### src/rtl/regfile_writeback_pkg.sv
`default_nettype none
// ============================================================================
// Module : regfile_writeback_pkg
// Brief  : Shared constants, types and helpers for the regfile write-back path.
// Rev    : 1.0  initial release
// ============================================================================
package regfile_writeback_pkg;

    localparam int REG_W    = 5;
    localparam int XLEN     = 32;
    localparam int NUM_REGS = 32;

    localparam logic [REG_W-1:0] REG_ZERO = 5'b00000;

    // Which producer won the single push slot this cycle
    typedef enum logic [1:0] {
        SRC_NONE = 2'd0,
        SRC_ALU  = 2'd1,
        SRC_MEM  = 2'd2
    } wb_src_e;

    function automatic logic [NUM_REGS-1:0] reg_onehot(input logic [REG_W-1:0] addr);
        return NUM_REGS'(1) << addr;
    endfunction

endpackage
`default_nettype wire

### src/rtl/regfile_writeback_if.sv
`default_nettype none
// ============================================================================
// Module : regfile_writeback_if
// Brief  : ALU and load-unit result channels (valid/ready) into the write-back.
// Rev    : 1.0  initial release
// ============================================================================
interface regfile_writeback_if
    import regfile_writeback_pkg::*;
#(
    parameter int ADDR_W = REG_W,
    parameter int DATA_W = XLEN
) ();

    logic              alu_valid;
    logic              alu_ready;
    logic [ADDR_W-1:0] alu_addr;
    logic [DATA_W-1:0] alu_data;

    logic              mem_valid;
    logic              mem_ready;
    logic [ADDR_W-1:0] mem_addr;
    logic [DATA_W-1:0] mem_data;

    modport master (
        output alu_valid, alu_addr, alu_data,
        output mem_valid, mem_addr, mem_data,
        input  alu_ready, mem_ready
    );

    modport slave (
        input  alu_valid, alu_addr, alu_data,
        input  mem_valid, mem_addr, mem_data,
        output alu_ready, mem_ready
    );

endinterface
`default_nettype wire

### src/rtl/regfile_writeback_wb_fifo.sv
`default_nettype none
// ============================================================================
// Module : wb_fifo
// Brief  : Small result FIFO; exposes every entry in age order for forwarding.
// Rev    : 1.0  initial release
// ============================================================================
module wb_fifo
    import regfile_writeback_pkg::*;
#(
    parameter int DEPTH  = 4,
    parameter int ADDR_W = REG_W,
    parameter int DATA_W = XLEN,
    localparam int c_PTR_W = $clog2(DEPTH),
    localparam int c_CNT_W = c_PTR_W + 1
) (
    input  logic                          clk,
    input  logic                          rst,
    input  logic                          push,
    input  logic [ADDR_W-1:0]             push_addr,
    input  logic [DATA_W-1:0]             push_data,
    input  logic                          pop,
    output logic                          full,
    output logic                          empty,
    output logic [c_CNT_W-1:0]            count,
    output logic [DEPTH-1:0][ADDR_W-1:0]  age_addr,
    output logic [DEPTH-1:0][DATA_W-1:0]  age_data,
    output logic [DEPTH-1:0]              age_valid
);

    logic [ADDR_W-1:0]  r_mem_addr [DEPTH];
    logic [DATA_W-1:0]  r_mem_data [DEPTH];
    logic [c_PTR_W-1:0] r_wr_ptr;
    logic [c_PTR_W-1:0] r_rd_ptr;
    logic [c_CNT_W-1:0] r_count;

    logic w_do_push;
    logic w_do_pop;

    assign full      = (r_count == c_CNT_W'(DEPTH));
    assign empty     = (r_count == '0);
    assign count     = r_count;
    assign w_do_pop  = pop && !empty;
    // A pop in the same cycle frees the slot, so a full FIFO may still take a push
    assign w_do_push = push && (!full || w_do_pop);

    always_ff @(posedge clk or posedge rst) begin
        if (rst) begin
            r_wr_ptr <= '0;
            r_rd_ptr <= '0;
            r_count  <= '0;
        end else begin
            if (w_do_push) r_wr_ptr <= r_wr_ptr + c_PTR_W'(1);
            if (w_do_pop)  r_rd_ptr <= r_rd_ptr + c_PTR_W'(1);
            case ({w_do_push, w_do_pop})
                2'b10:   r_count <= r_count + c_CNT_W'(1);
                2'b01:   r_count <= r_count - c_CNT_W'(1);
                default: r_count <= r_count;
            endcase
        end
    end

    always_ff @(posedge clk) begin
        if (w_do_push) begin
            r_mem_addr[r_wr_ptr] <= push_addr;
            r_mem_data[r_wr_ptr] <= push_data;
        end
    end

    // Slot 0 is the head (oldest); higher slots are progressively younger
    for (genvar gi = 0; gi < DEPTH; gi++) begin : g_age
        logic [c_PTR_W-1:0] w_idx;
        assign w_idx         = r_rd_ptr + c_PTR_W'(gi);
        assign age_addr[gi]  = r_mem_addr[w_idx];
        assign age_data[gi]  = r_mem_data[w_idx];
        assign age_valid[gi] = (c_CNT_W'(gi) < r_count);
    end

endmodule
`default_nettype wire

### src/rtl/regfile_writeback.sv
`default_nettype none
// ============================================================================
// Module : regfile_writeback
// Brief  : Regfile write-side front end: arbitration, FIFO drain, pending
//          scoreboard and forwarding lookup.
// Rev    : 1.0  initial release
// ============================================================================
module regfile_writeback
    import regfile_writeback_pkg::*;
#(
    parameter int DEPTH  = 4,
    parameter int ADDR_W = REG_W,
    parameter int DATA_W = XLEN,
    localparam int c_CNT_W = $clog2(DEPTH) + 1
) (
    input  logic                 clk,
    input  logic                 rst,
    regfile_writeback_if.slave   wb,
    input  logic                 issue_valid,
    input  logic [ADDR_W-1:0]    issue_addr,
    input  logic [ADDR_W-1:0]    fwd_addr,
    output logic                 fwd_hit,
    output logic [DATA_W-1:0]    fwd_data,
    output logic                 write_reg,
    output logic [ADDR_W-1:0]    dstreg_addr,
    output logic [DATA_W-1:0]    dstreg_data,
    output logic [NUM_REGS-1:0]  pending,
    output logic [c_CNT_W-1:0]   fifo_count
);

    logic                         w_full;
    logic                         w_empty;
    logic [DEPTH-1:0][ADDR_W-1:0] w_age_addr;
    logic [DEPTH-1:0][DATA_W-1:0] w_age_data;
    logic [DEPTH-1:0]             w_age_valid;

    wb_src_e           w_src;
    logic              w_push;
    logic [ADDR_W-1:0] w_push_addr;
    logic [DATA_W-1:0] w_push_data;

    logic [NUM_REGS-1:0] r_pending;
    logic [NUM_REGS-1:0] w_set;
    logic [NUM_REGS-1:0] w_clr;

    // Readiness looks only at the pre-pop occupancy; the load unit has priority
    assign wb.mem_ready = !w_full;
    assign wb.alu_ready = !w_full && !wb.mem_valid;

    always_comb begin
        w_src       = SRC_NONE;
        w_push_addr = '0;
        w_push_data = '0;
        if (wb.mem_valid && wb.mem_ready) begin
            w_src       = SRC_MEM;
            w_push_addr = wb.mem_addr;
            w_push_data = wb.mem_data;
        end else if (wb.alu_valid && wb.alu_ready) begin
            w_src       = SRC_ALU;
            w_push_addr = wb.alu_addr;
            w_push_data = wb.alu_data;
        end
    end

    // Writes to r0 complete the handshake but are dropped here
    assign w_push = (w_src != SRC_NONE) && (w_push_addr != REG_ZERO);

    wb_fifo #(
        .DEPTH  (DEPTH),
        .ADDR_W (ADDR_W),
        .DATA_W (DATA_W)
    ) u_fifo (
        .clk       (clk),
        .rst       (rst),
        .push      (w_push),
        .push_addr (w_push_addr),
        .push_data (w_push_data),
        .pop       (write_reg),
        .full      (w_full),
        .empty     (w_empty),
        .count     (fifo_count),
        .age_addr  (w_age_addr),
        .age_data  (w_age_data),
        .age_valid (w_age_valid)
    );

    assign write_reg   = !w_empty;
    assign dstreg_addr = w_empty ? '0 : w_age_addr[0];
    assign dstreg_data = w_empty ? '0 : w_age_data[0];

    always_comb begin
        w_set = '0;
        w_clr = '0;
        if (issue_valid && (issue_addr != REG_ZERO)) w_set = reg_onehot(issue_addr);
        if (write_reg)                               w_clr = reg_onehot(dstreg_addr);
    end

    // Set is applied after clear so a same-cycle issue to the draining register wins
    always_ff @(posedge clk or posedge rst) begin
        if (rst) begin
            r_pending <= '0;
        end else begin
            r_pending <= ((r_pending & ~w_clr) | w_set) & ~NUM_REGS'(1);
        end
    end

    assign pending = r_pending;

    always_comb begin
        fwd_hit  = 1'b0;
        fwd_data = '0;
        if (fwd_addr != REG_ZERO) begin
            for (int i = 0; i < DEPTH; i++) begin
                if (w_age_valid[i] && (w_age_addr[i] == fwd_addr)) begin
                    fwd_hit  = 1'b1;
                    fwd_data = w_age_data[i];
                end
            end
        end
    end

endmodule
`default_nettype wire
### src/flat_wrapper.sv
// flat-port wrapper written by rule: the top's interface ports become plain ports
module regfile_writeback_flat import regfile_writeback_pkg::*;
#(
    parameter int DEPTH  = 4,
    parameter int ADDR_W = REG_W,
    parameter int DATA_W = XLEN,
    localparam int c_CNT_W = $clog2(DEPTH) + 1
)
  (clk, rst, issue_valid, issue_addr, fwd_addr, fwd_hit, fwd_data, write_reg, dstreg_addr, dstreg_data, pending, fifo_count, wb_alu_valid, wb_alu_addr, wb_alu_data, wb_mem_valid, wb_mem_addr, wb_mem_data, wb_alu_ready, wb_mem_ready);
  regfile_writeback_if #(.ADDR_W(ADDR_W), .DATA_W(DATA_W)) wb_i ();
  input  logic clk;
  input  logic rst;
  input  logic issue_valid;
  input  logic [ADDR_W-1:0] issue_addr;
  input  logic [ADDR_W-1:0] fwd_addr;
  output logic fwd_hit;
  output logic [DATA_W-1:0] fwd_data;
  output logic write_reg;
  output logic [ADDR_W-1:0] dstreg_addr;
  output logic [DATA_W-1:0] dstreg_data;
  output logic [NUM_REGS-1:0] pending;
  output logic [c_CNT_W-1:0] fifo_count;
  input wire logic [$bits(wb_i.alu_valid)-1:0] wb_alu_valid;
  input wire logic [$bits(wb_i.alu_addr)-1:0] wb_alu_addr;
  input wire logic [$bits(wb_i.alu_data)-1:0] wb_alu_data;
  input wire logic [$bits(wb_i.mem_valid)-1:0] wb_mem_valid;
  input wire logic [$bits(wb_i.mem_addr)-1:0] wb_mem_addr;
  input wire logic [$bits(wb_i.mem_data)-1:0] wb_mem_data;
  output wire logic [$bits(wb_i.alu_ready)-1:0] wb_alu_ready;
  output wire logic [$bits(wb_i.mem_ready)-1:0] wb_mem_ready;
  assign wb_i.alu_valid = wb_alu_valid;
  assign wb_i.alu_addr = wb_alu_addr;
  assign wb_i.alu_data = wb_alu_data;
  assign wb_i.mem_valid = wb_mem_valid;
  assign wb_i.mem_addr = wb_mem_addr;
  assign wb_i.mem_data = wb_mem_data;
  assign wb_alu_ready = wb_i.alu_ready;
  assign wb_mem_ready = wb_i.mem_ready;
  regfile_writeback #(.DEPTH(DEPTH), .ADDR_W(ADDR_W), .DATA_W(DATA_W)) u_core (.clk(clk), .rst(rst), .wb(wb_i), .issue_valid(issue_valid), .issue_addr(issue_addr), .fwd_addr(fwd_addr), .fwd_hit(fwd_hit), .fwd_data(fwd_data), .write_reg(write_reg), .dstreg_addr(dstreg_addr), .dstreg_data(dstreg_data), .pending(pending), .fifo_count(fifo_count));
endmodule
### config.mk
export PLATFORM = sky130hd
export DESIGN_NAME = regfile_writeback_flat
export DESIGN_NICKNAME = d
export VERILOG_FILES = /design/src/rtl/regfile_writeback_pkg.sv /design/src/rtl/regfile_writeback_if.sv /design/src/rtl/regfile_writeback_wb_fifo.sv /design/src/rtl/regfile_writeback.sv /design/src/flat_wrapper.sv
export SDC_FILE = /design/constraint.sdc
export NUM_CORES = 1
export LEC_CHECK = 0
export BUFFER_PORTS_ARGS = -buffer_cell sky130_fd_sc_hd__buf_2
export CAP_MARGIN = 40
export CORE_MARGIN = 5
export CORE_UTILIZATION = 57
export DETAILED_ROUTE_END_ITERATION = 8
export PLACE_DENSITY = 0.81
export SYNTH_ARGS = -nofsm -noshare
export SYNTH_HDL_FRONTEND = slang
export SYNTH_SLANG_ARGS = --single-unit
### constraint.sdc
create_clock -name clk -period 4.7 [get_ports clk]
set_input_delay 0.94 -clock clk [delete_from_list [all_inputs] [get_ports clk]]
set_output_delay 0.94 -clock clk [all_outputs]
set_load 0.05 [all_outputs]
## Word level (Yosys, flattened, before mapping)

Memories as Yosys holds them, arrays and structs flattened.
Index checks and enable logic that the tools add are counted.

- $add $sub $neg: 6
- $lt $le $gt $ge: 4
- Equal/unequal tests: 7
- Shifts and indexed selects: 2
- Muxes and demuxes: 23
- Bitwise logic cells: 3
- Reduce and logical (&&, ||, !) cells: 20

Operators with widths:

| operator | number |
|---|---|
| 2-to-1 mux 32 bit | 10 |
| left shift 1 x 5 -> 32 bit, first input constant | 2 |
| bitwise AND 32 bit | 1 |
| inverter 32 bit | 1 |
| OR 32 bit | 1 |
| == test 5 bit | 4 |
| 2-to-1 mux 5 bit | 3 |
| nonzero test 5 bit | 3 |
| logical AND 1 bit | 10 |
| 2-to-1 mux 1 bit | 8 |
| < comparator 1 x 3 -> 1 bit, first input constant | 2 |
| < comparator 2 x 3 -> 1 bit, first input constant | 2 |
| one-hot mux 3 bit (2 select lines) | 1 |
| adder 2 x 1 -> 2 bit, second input constant | 2 |
| adder 2 bit, second input constant | 2 |
| nonzero test 2 bit | 2 |
| adder 3 x 1 -> 3 bit, second input constant | 1 |
| == test 3 bit, second input constant | 1 |
| logical NOT 1 bit | 3 |
| logical NOT 3 bit | 1 |
| subtractor 3 x 1 -> 3 bit, second input constant | 1 |
| == test 2 x 1 -> 1 bit, second input constant | 1 |
| == test 2 bit, second input constant | 1 |
| 2-to-1 mux 2 bit | 1 |
| logical OR 1 bit | 1 |

- Bits in registers: 38
- Bits in writable memories: 148
- Input bits: 89
- Output and inout bits: 108
- Word-level logic and storage cells: 71
- Memories: 2

Memory list:

| name | depth | width | rd ports | clocked after memory_dff | wr ports | line | text |
|---|---|---|---|---|---|---|---|
| u_core.u_fifo.r_mem_data | 4 | 32 | 4 | 0 | 1 | regfile_writeback_wb_fifo.sv:31 | `logic [DATA_W-1:0] r_mem_data [DEPTH];` |
| u_core.u_fifo.r_mem_addr | 4 | 5 | 4 | 0 | 1 | regfile_writeback_wb_fifo.sv:30 | `logic [ADDR_W-1:0] r_mem_addr [DEPTH];` |

## Logic depth before layout (Yosys ltp)

Gate-level depths: netlist of the first run.

- Depth after elaboration: 11
- Depth in mapped cells: 12
- Gate-level depth less buffers: 11

## Modules after synthesis

From an unflattened synthesis of the first run, not the netlist that was laid out.

- Cell total of the unflattened synthesis: 881
- Area total of the unflattened synthesis: 12219.2 µm²

By module, submodules not included:

| module | instances | cells each | area an instance (µm²) | sequential area each (µm²) |
|---|---|---|---|---|
| wb_fifo | 1 | 394 | 8577.0 | 4619.4 |
| regfile_writeback | 1 | 487 | 3642.2 | 775.7 |

## Least setup slack after synthesis of the first run

OpenSTA, ideal clock, no wires.

- Path kind: flip-flop to flip-flop
- From: reg u_core.u_fifo.r_count[0], in the netlist u_core.u_fifo.count[0]
- To: mem u_core.u_fifo.r_mem_addr[0][0] (netlist bit) (enable)
- Library setup time: 436 ps
- Arrival time: 4550 ps
- Data required time: 4264 ps
- Path slack: -286 ps
- Stages on the path, launching flop included: 10
- Buffers on the path: 1
- Clock period less this slack: 4986 ps
- Cells stage by stage: dfrtp_1 inv_1 ha_1 a21oi_1 and2_1 clkbuf_1 a22o_1 nor3_1 nor3b_2 nor2b_1

- Longest elaborated chain between the ends: 11
- Elaborated cells on any way between the ends: 18
- Classes of those cells: 1 x eq/ne; 6 x mux; 11 x reduce/logical

Ends and longest elaborated chain:

| item | line | text |
|---|---|---|
| from (decl) | regfile_writeback_wb_fifo.sv:34 | `logic [c_CNT_W-1:0] r_count;` |
| from (signal assigned) | regfile_writeback_wb_fifo.sv:55 | `2'b10: r_count <= r_count + c_CNT_W'(1);` |
| from (signal assigned) | regfile_writeback_wb_fifo.sv:56 | `2'b01: r_count <= r_count - c_CNT_W'(1);` |
| from (signal assigned) | regfile_writeback_wb_fifo.sv:57 | `default: r_count <= r_count;` |
| == test 3 bit | regfile_writeback_wb_fifo.sv:39 | `assign full = (r_count == c_CNT_W'(DEPTH));` |
| logical NOT 1 bit | regfile_writeback.sv:48 | `assign wb.alu_ready = !w_full && !wb.mem_valid;` |
| logical AND 1 bit | regfile_writeback.sv:48 |  |
| via wb_alu_ready | flat_wrapper.sv:29 | `output wire logic [$bits(wb_i.alu_ready)-1:0] wb_alu_ready;` |
| logical AND 1 bit | regfile_writeback.sv:58 | `end else if (wb.alu_valid && wb.alu_ready) begin` |
| 2-to-1 mux 5 bit | regfile_writeback.sv:58 |  |
| 2-to-1 mux 5 bit | regfile_writeback.sv:54 | `if (wb.mem_valid && wb.mem_ready) begin` |
| via u_core.u_fifo.push_addr[3] | regfile_writeback_wb_fifo.sv:19 | `input logic [ADDR_W-1:0] push_addr,` |
| nonzero test 5 bit | regfile_writeback.sv:66 | `assign w_push = (w_src != SRC_NONE) && (w_push_addr != REG_ZERO);` |
| logical AND 1 bit | regfile_writeback.sv:66 |  |
| logical AND 1 bit | regfile_writeback_wb_fifo.sv:44 | `assign w_do_push = push && (!full \|\| w_do_pop);` |
| 2-to-1 mux 1 bit | regfile_writeback_wb_fifo.sv:63 | `if (w_do_push) begin` |
| 2-to-1 mux 1 bit (not written as such) | regfile_writeback_wb_fifo.sv:64 | `r_mem_addr[r_wr_ptr] <= push_addr;` |
| to (decl) | regfile_writeback_wb_fifo.sv:30 |  |

The timed path passes the listed nets, and every way through them passes these cells.

## Worst setup path in the final report of the first run

- From: reg u_core.u_fifo.r_rd_ptr[1]
- To: out fwd_data[11]

- Longest elaborated chain between the ends: 8
- Elaborated cells on any way between the ends: 18
- Classes of those cells: 3 x add/sub; 4 x eq/ne; 5 x mux; 4 x reduce/logical; 2 x memory

Ends and longest elaborated chain:

| item | line | text |
|---|---|---|
| from (decl) | regfile_writeback_wb_fifo.sv:33 | `logic [c_PTR_W-1:0] r_rd_ptr;` |
| from (signal assigned) | regfile_writeback_wb_fifo.sv:53 | `if (w_do_pop) r_rd_ptr <= r_rd_ptr + c_PTR_W'(1);` |
| adder 2 x 1 -> 2 bit / memory (4 x 5 bit) (equally long branches) | n/a |  |
| memory (4 x 5 bit) / == test 5 bit (equally long branches) | n/a |  |
| == test 5 bit / logical AND 1 bit (equally long branches) | regfile_writeback.sv:114 | `if (w_age_valid[i] && (w_age_addr[i] == fwd_addr)) begin` |
| logical AND 1 bit / 2-to-1 mux 32 bit (equally long branches) | regfile_writeback.sv:114 |  |
| 2-to-1 mux 32 bit (2 in a row) | regfile_writeback.sv:114 |  |
| 2-to-1 mux 32 bit (*) | regfile_writeback.sv:114 |  |
| 2-to-1 mux 32 bit (*) | regfile_writeback.sv:112 | `if (fwd_addr != REG_ZERO) begin` |
| to (decl) | flat_wrapper.sv:17 | `output logic [DATA_W-1:0] fwd_data;` |

Mark *: on every way between the ends. The rest lies on a longest branch, timed or not.

==> metrics.md, run 1 <==
| Metric | Value |
|---|---|
| Met3 Usage GRT | `between 4 and 5%` |
| Placed wire-length estimate | `roughly 21 mm` |
| M1 GR Usage | `around 36%` |
| Crit share post-route | `between 90% and 100%` |
| FMAX | `roughly 0.22 GHz` |
| Placed cells | `1445` |
| Post-Syn Nets | `about 1100` |
| Number of synthesized flops with an enable pin | `between 100 and 150` |
| Worst setup SP type | `register` |
| Area delta synth->final | `19.3%` |
| Syn Inst Count | `1036` |
| Post-synth top area cell | `edfxtp_1` |
| Placed inst area | `~13000 um2` |
| Via count | `approximately 9500` |
| Syn_area_per_cell | `10.8 um2` |
| Mapped cell area | `~11000 um2` |
| CP Data Arrival Time | `~3.7 ns` |
| Clock-pin slew on the worst setup and hold paths | `0.07 ns` |
| RSZ-0062 raised after global routing | `no` |
| Top Usage Layer GRT | `met2` |
| Maxcap violations | `0` |
| Count leader, synth | `edfxtp_1` |
| Nets | `~1300` |
| Worst Setup End Kind | `primary output` |
| Slew @ Worst Pin | `around 0.72 ns` |
| Clock H-tree levels | `4` |
| Routed Antenna Nets | `0` |
| Top Ports | `about 200` |
| Slew HR | `51.9%` |
| Total GRT Usage | `between 20% and 30%` |
| Cts bufs inserted | `17` |
| Slew Limit Fails | `0` |
| Final std cells w/o fill | `1481` |
| CTS tree | `built` |
| Drt pass-1 iters | `7` |
| Die width | `between 100 and 150 um` |
| Outcome | `completed` |
| Number of global-route vias before repair | `~9000` |
| Crit-path max FO | `27` |
| Distinct cells, synth | `53` |
| Worst hold path class | `register to register` |
| Prevailing post-synth register cell | `edfxtp_1` |
| Via density | `around 6.4` |
| Routability cong. | `slightly below 0.9` |
| Clock Path Buffers | `2` |
| Post-synth top area share | `about two fifths` |
| Seq/Total Area, Yosys | `48.4%` |
| Total Routed Length | `32.2 mm` |
| Post-layout total power | `roughly 11 mW` |
| # rows | `51` |
| Core area | `19300 um2` |
| Hold WS | `about 0.51 ns` |
| First-pass GRT wire length | `48.4 mm` |
| CP Data Required Time | `3.76 ns` |
| Leak pwr | `between 5 and 6 nW` |
| WS Path Type | `register to primary output` |
| Port Buffer Count | `slightly below 200` |
| Post-synth top cells | `148 x edfxtp_1, 126 x o21ai_0, 117 x mux2i_1` |
| DRC violation count after routing | `0` |
| Final instance area | `13300 um2` |
| Clock Sinks | `roughly 190` |
| Power Density | `about 840 nW/um2` |
| Setup TNS | `0 ns` |
| Yosys Warn Count | `0` |
| Gr ovfl total | `0` |
| Effective utilization at floorplan | `between 50% and 60%` |
| Die Height | `between 100 and 150 um` |
| Synth async-reset ratio | `between 20% and 30%` |
| Final Hold Fails | `0` |
| Final setup viols | `0` |
| Final min period | `approximately 4.6 ns` |
| Clock latency on the worst-skew pair | `roughly 0.44 ns` |
| Die area | `~22000 um2` |
| Post-DR wirelength/cell | `21.7 um` |
| Maximum VDD drop | `0.649 mV` |
| Top post-synthesis cells by area | `edfxtp_1 40%, mux2i_1 10%, dfrtp_1 8.5%, o21ai_0 5.7%, mux2_2 3.6%` |
| 1st-iter DRT viols | `approximately 1000` |
| Pin count of the biggest net entering global routing | `112` |
| Hold_buf cts | `0` |
| Max Clock Skew | `0.0102 ns` |
| Clock root cell | `clkbuf_16` |
| Fraction of layout cells with a size suffix above 1 | `approximately 28%` |
| Seq cells post-synth | `between 150 and 200` |
| Initial antenna violation count | `0` |
| GR Layer Usage met2 | `a little under half` |
[cell type report]
type | count | area [um2]
diodes | 1 | 2.50
repair buffers | 235 | 1440
well taps | 265 | 332
fillers | 1380 | 6020
clock buffers | 22 | 444
inverters | 11 | 41.3
clock inverters | 8 | 145
flip-flops and latches | 186 | 5400
multi-input cells | 753 | 5510
[registers in the layout, summed over array words and instances (netlist names)]
register and cells:
u_core.u_fifo.r_mem_data 128, u_core.pending 31, u_core.u_fifo.r_mem_addr 20, u_core.u_fifo.count 3
u_core.u_fifo.r_rd_ptr 2, u_core.u_fifo.r_wr_ptr 2
[layout by cell type (no fill, tap or decap), types with 9 or more instances in the layout]
cell	n
a21oi_1	36
a221oi_1	28
a22o_1	38
and2_1	31
buf_2	190
buf_4	34
clkbuf_16	18
dfrtp_1	36
edfxtp_1	148
ha_1	9
inv_1	10
mux2_2	36
mux2i_1	117
nand2_1	89
nand3_1	39
nor2_1	16
nor3_1	12
nor3_2	19
o211ai_1	29
o21ai_0	126
o22ai_1	30
xnor2_1	17
xor2_1	9
[per-stage QoR]
step	setup WS (ns)	utilization, %
global route	0.0178	68.8
floorplan	-0.286	-
CTS	0.000347	68.5
global placement	0.340	64.9
finish	0.100	68.9
detailed placement	0.322	65.4
[final timing paths]
kind / start / to / slack (ns) / depth (start not counted)
hold reg to reg: u_core.pending[28]$_DFF_PP0_ / u_core.pending[28]$_DFF_PP0_ / 0.51 / 2
hold / removal: u_core.pending[28]$_DFF_PP0_ / u_core.pending[28]$_DFF_PP0_ / 0.51 / 2
max in group asynchronous: rst / u_core.u_fifo.r_rd_ptr[1]$_DFFE_PP0N_ / 3.73 / 3
setup reg to reg: u_core.u_fifo.count[0]$_DFFE_PP0P_ / u_core.u_fifo.r_mem_data[0][9]$_DFFE_PP_ / 1.16 / 11
min in group asynchronous: rst / u_core.pending[30]$_DFF_PP0_ / 0.60 / 3
setup / recovery: u_core.u_fifo.r_rd_ptr[1]$_DFFE_PP0N_ / fwd_data[11] / 0.10 / 9
[what timing repair did]
action | CTS | global route
setup buffers | 1 | 3
resized for setup | 0 | 7
endpoints found under the setup margin | 2 | 32
pin swaps | 0 | 1
cloned | 0 | 1
[routing by layer]
metal | up-vias | part of all wire (%)
li1 | 4322 | -
met1 | 4529 | 39
met2 | 594 | 50
met3 | 79 | 9.3
met4 | 0 | 2.0
met5 | - | 0
[report_power, final]
part	switching, mW	total [mW]	internal (mW)
clock	0.590	1.47	0.883
combinational	4.61	6.68	2.07
sequential	0.453	3.02	2.57
total	5.65	11.2	5.52
[worst max-delay path, cell delays in order, from the launching register on]
cell and delay, ns:
dfrtp_4 0.58, mux4_2 0.56, xnor2_1 0.15, o21ai_0 0.22
or3_1 0.51, a22oi_2 0.26, buf_12 0.24, o22ai_1 0.14
nor3_2 0.22, buf_2 0.32
[kinds of logic (layout without fill, tap and decap cells)]
kind of cell             Yosys count  count (layout)  synth area share [%]
adder cells (fa/ha/maj)            9               9                  1.01
buffers and inverters             97             276                  3.82
XOR/XNOR                          26              26                  2.04
multiplexers                     162             162                  16.0
other                              1               2                0.0336
AND/OR/NAND/NOR                  246             246                  10.9
flip-flops                       186             186                  48.4
AO/OA/AOI/OAI                    309             309                  17.9
No activity file was read; power rests on OpenSTA's default activity.
==> run 2, diff against run 1 <==
Settings changed: BUFFER_PORTS_ARGS -buffer_cell sky130_fd_sc_hd__buf_2 to -buffer_cell sky130_fd_sc_hd__buf_4.
==> metrics.md, run 2 (synthesis gave the netlist of run 1 again) <==
| Metric | Value |
|---|---|
| Nets | `1316 (was 1302)` |
| WS Path Type | `register to primary output (unchanged)` |
| Drt pass-1 iters | `6 (was 7)` |
| Placed wire-length estimate | `21.9 mm (was 20.7 mm)` |
| DRC violation count after routing | `0 (unchanged)` |
| Slew @ Worst Pin | `0.867 ns (was 0.721 ns)` |
| Die width | `150 um (unchanged)` |
| Total Routed Length | `33.4 mm (was 32.2 mm)` |
| Power Density | `840 nW/um2 (was 839 nW/um2)` |
| Max Clock Skew | `0.00910 ns (was 0.0102 ns)` |
| Post-route setup slack | `0.0844 ns (was 0.100 ns)` |
| # rows | `51 (unchanged)` |
| Footprint of the multi-input gates | `5530 um2 (was 5510 um2)` |
| Port Buffer Count | `195 (unchanged)` |
| Fillers | `1364 (was 1380)` |
| Metal-1 WL | `12.7 mm (was 12.5 mm)` |
| Maximum VDD drop | `0.597 mV (was 0.649 mV)` |
| Crit-path max FO | `25 (was 27)` |
| 1st-iter DRT viols | `1092 (was 1009)` |
| Outcome | `completed (unchanged)` |
| Register-to-register setup slack | `0.96 ns (was 1.16 ns)` |
| Commonest non-fill, non-tap cell in the layout | `buf_4 (was buf_2)` |
| Via count | `9713 (was 9524)` |
| Number of global-route vias before repair | `9602 (was 8954)` |
| Final instance area | `13900 um2 (was 13300 um2)` |
| Worst path max stage delay | `0.54 ns (was 0.58 ns)` |
| Clock Sinks | `186 (unchanged)` |
| Final setup viols | `0 (unchanged)` |
| Via density | `6.49 (was 6.43)` |
| Hold WS | `0.498 ns (was 0.513 ns)` |
| Die Height | `150 um (unchanged)` |
| Met2 wire length | `17.1 mm (was 16.1 mm)` |
| Top Ports | `197 (unchanged)` |
| Placed cells | `1447 (was 1445)` |
| Core area | `19300 um2 (unchanged)` |
| Fraction of layout cells with a size suffix above 1 | `29.8% (was 28.4%)` |
| Final std cells w/o fill | `1496 (was 1481)` |
| Hold_buf cts | `0 (unchanged)` |
| CP Data Arrival Time | `3.68 ns (was 3.66 ns)` |
| Area delta synth->final | `24.5% (was 19.3%)` |
| Leak pwr | `5.43 nW (was 5.24 nW)` |
| Effective utilization at floorplan | `57.7% (unchanged)` |
| Clock H-tree levels | `4 (unchanged)` |
| Slowest-stage cell, CP | `mux4_2 (was dfrtp_4)` |
| Total GRT Usage | `28.6% (was 27.7%)` |
| Clock Path Buffers | `2 (unchanged)` |
| Final min period | `4.62 ns (was 4.60 ns)` |
| FMAX | `0.217 GHz (about the same)` |
| Crit-path cells | `buf_4, mux4_2, xnor2_1, nand2_1, or3_1, buf_4, nand2_1, buf_4, o22ai_1, nor4b_2, buf_4 (was mux4_2, xnor2_1, o21ai_0, or3_1, a22oi_2, buf_12, o22ai_1, nor3_2, buf_2)` |
| Worst hold path class | `input port to asynchronous set/reset pin (was register to register)` |
| Slew HR | `42.1% (was 51.9%)` |
| Final core area utilization | `71.8% (was 68.9%)` |
| Routed Antenna Nets | `0 (unchanged)` |
| Most frequent cells in the layout | `239 x buf_4, 148 x edfxtp_1, 126 x o21ai_0 (was 190 x buf_2, 148 x edfxtp_1, 126 x o21ai_0)` |
| Gr ovfl total | `0 (unchanged)` |
| WL met3 | `2.85 mm (was 2.98 mm)` |
| Initial antenna violation count | `0 (unchanged)` |
| Crit share post-route | `98.2% (was 97.9%)` |
| Die area | `22500 um2 (unchanged)` |
| Maxcap violations | `0 (unchanged)` |
| Placed inst area | `13100 um2 (was 12600 um2)` |
| Cts bufs inserted | `17 (unchanged)` |
| Most used cell, CP | `buf_4` |
| Clock-pin slew on the worst setup and hold paths | `0.07 ns (about the same)` |
| Inserted Diodes | `0 (was 1)` |
| Worst Setup End Kind | `primary output (unchanged)` |
| CTS tree | `built (unchanged)` |
| Pin count of the biggest net entering global routing | `63 (was 112)` |
| Final Hold Fails | `0 (unchanged)` |
| CP Data Required Time | `3.76 ns (about the same)` |
| Max reg flops | `128 (unchanged)` |
| Clock root cell | `clkbuf_16 (unchanged)` |
| Pre-CTS worst setup slack | `0.314 ns (was 0.322 ns)` |
| Slew Limit Fails | `0 (unchanged)` |
| Routability cong. | `0.847 (was 0.873)` |
| Reg area | `5400 um2 (unchanged)` |
| Post-DR wirelength/cell | `22.4 um (was 21.7 um)` |
| Worst setup SP type | `register (unchanged)` |
| First-pass GRT wire length | `50.3 mm (was 48.4 mm)` |
| Max Used Layer | `met4 (unchanged)` |
| Largest Register | `u_core.u_fifo.r_mem_data (unchanged)` |
| Clock latency on the worst-skew pair | `0.44 ns (about the same)` |
run 2: changes by cell type in the layout (fill, tap and decap cells not counted), moves of 2 or more:
cell        previous run  this run
buf_16                 4         2
buf_12                 4         2
inv_6                  1         5
buf_6                  1         4
clkinvlp_4             0         3
buf_4                 34       239
inv_8                  0         2
clkbuf_1               5         1
buf_2                190         0
run 2: layout make-up:
class	count	share of cell area [%]
inverters	11	0.297
clock buffers	18	3.09
flip-flops and latches	186	38.9
multi-input cells	754	39.8
clock inverters	14	1.32
repair buffers	248	14.2
well taps	265	2.39
run 2: repair_timing:
item,in CTS,in global routing
hold endpoints to repair,0,0
setup endpoints to repair,22,22
gates resized for setup,1,5
buffers inserted,4,11
cloned,0,2
pin swaps,1,2
run 2: per-layer routing:
| layer | up-vias | global-route usage, % |
|---|---|---|
| met5 | - | 0 |
| met4 | 0 | 11.3 |
| met3 | 88 | 5.36 |
| met2 | 567 | 49.4 |
| met1 | 4712 | 35.5 |
| li1 | 4346 | - |
run 2: critical path: cells and delay by family (launching register included):
family                 cells  cell delay [ns]
buffers and inverters      4             0.93
AND/OR/NAND/NOR            4             0.90
multiplexers               1             0.54
flip-flops                 1             0.52
XOR/XNOR                   1             0.20
AO/OA/AOI/OAI              1             0.12
run 2: worst paths after layout:
kind	start	end	cells after the start
max	u_core.u_fifo.r_rd_ptr[1]$_DFFE_PP0N_	fwd_data[12]	11
min	rst	u_core.pending[18]$_DFF_PP0_	2
max reg2reg	u_core.u_fifo.count[0]$_DFFE_PP0P_	u_core.u_fifo.r_mem_data[2][13]$_DFFE_PP_	10
min reg2reg	u_core.pending[28]$_DFF_PP0_	u_core.pending[28]$_DFF_PP0_	2
max in group asynchronous	rst	u_core.pending[3]$_DFF_PP0_	3
min in group clk	u_core.pending[28]$_DFF_PP0_	u_core.pending[28]$_DFF_PP0_	2
run 2: metrics by stage:
step	TNS (ns)	total power, mW
CTS	-0.0112	11.5
global route	-0.0992	12.2
finish	0	11.7
floorplan	-42.30	7.88
global placement	0	9.68
detailed placement	0	9.93
run 2: power by group:
| group | leakage (nW) | total [mW] | switching (mW) | internal, mW |
|---|---|---|---|---|
| logic | 3.31 | 7.13 | 4.70 | 2.42 |
| clock network | 0.290 | 1.50 | 0.650 | 0.851 |
| registers | 1.83 | 3.03 | 0.466 | 2.57 |
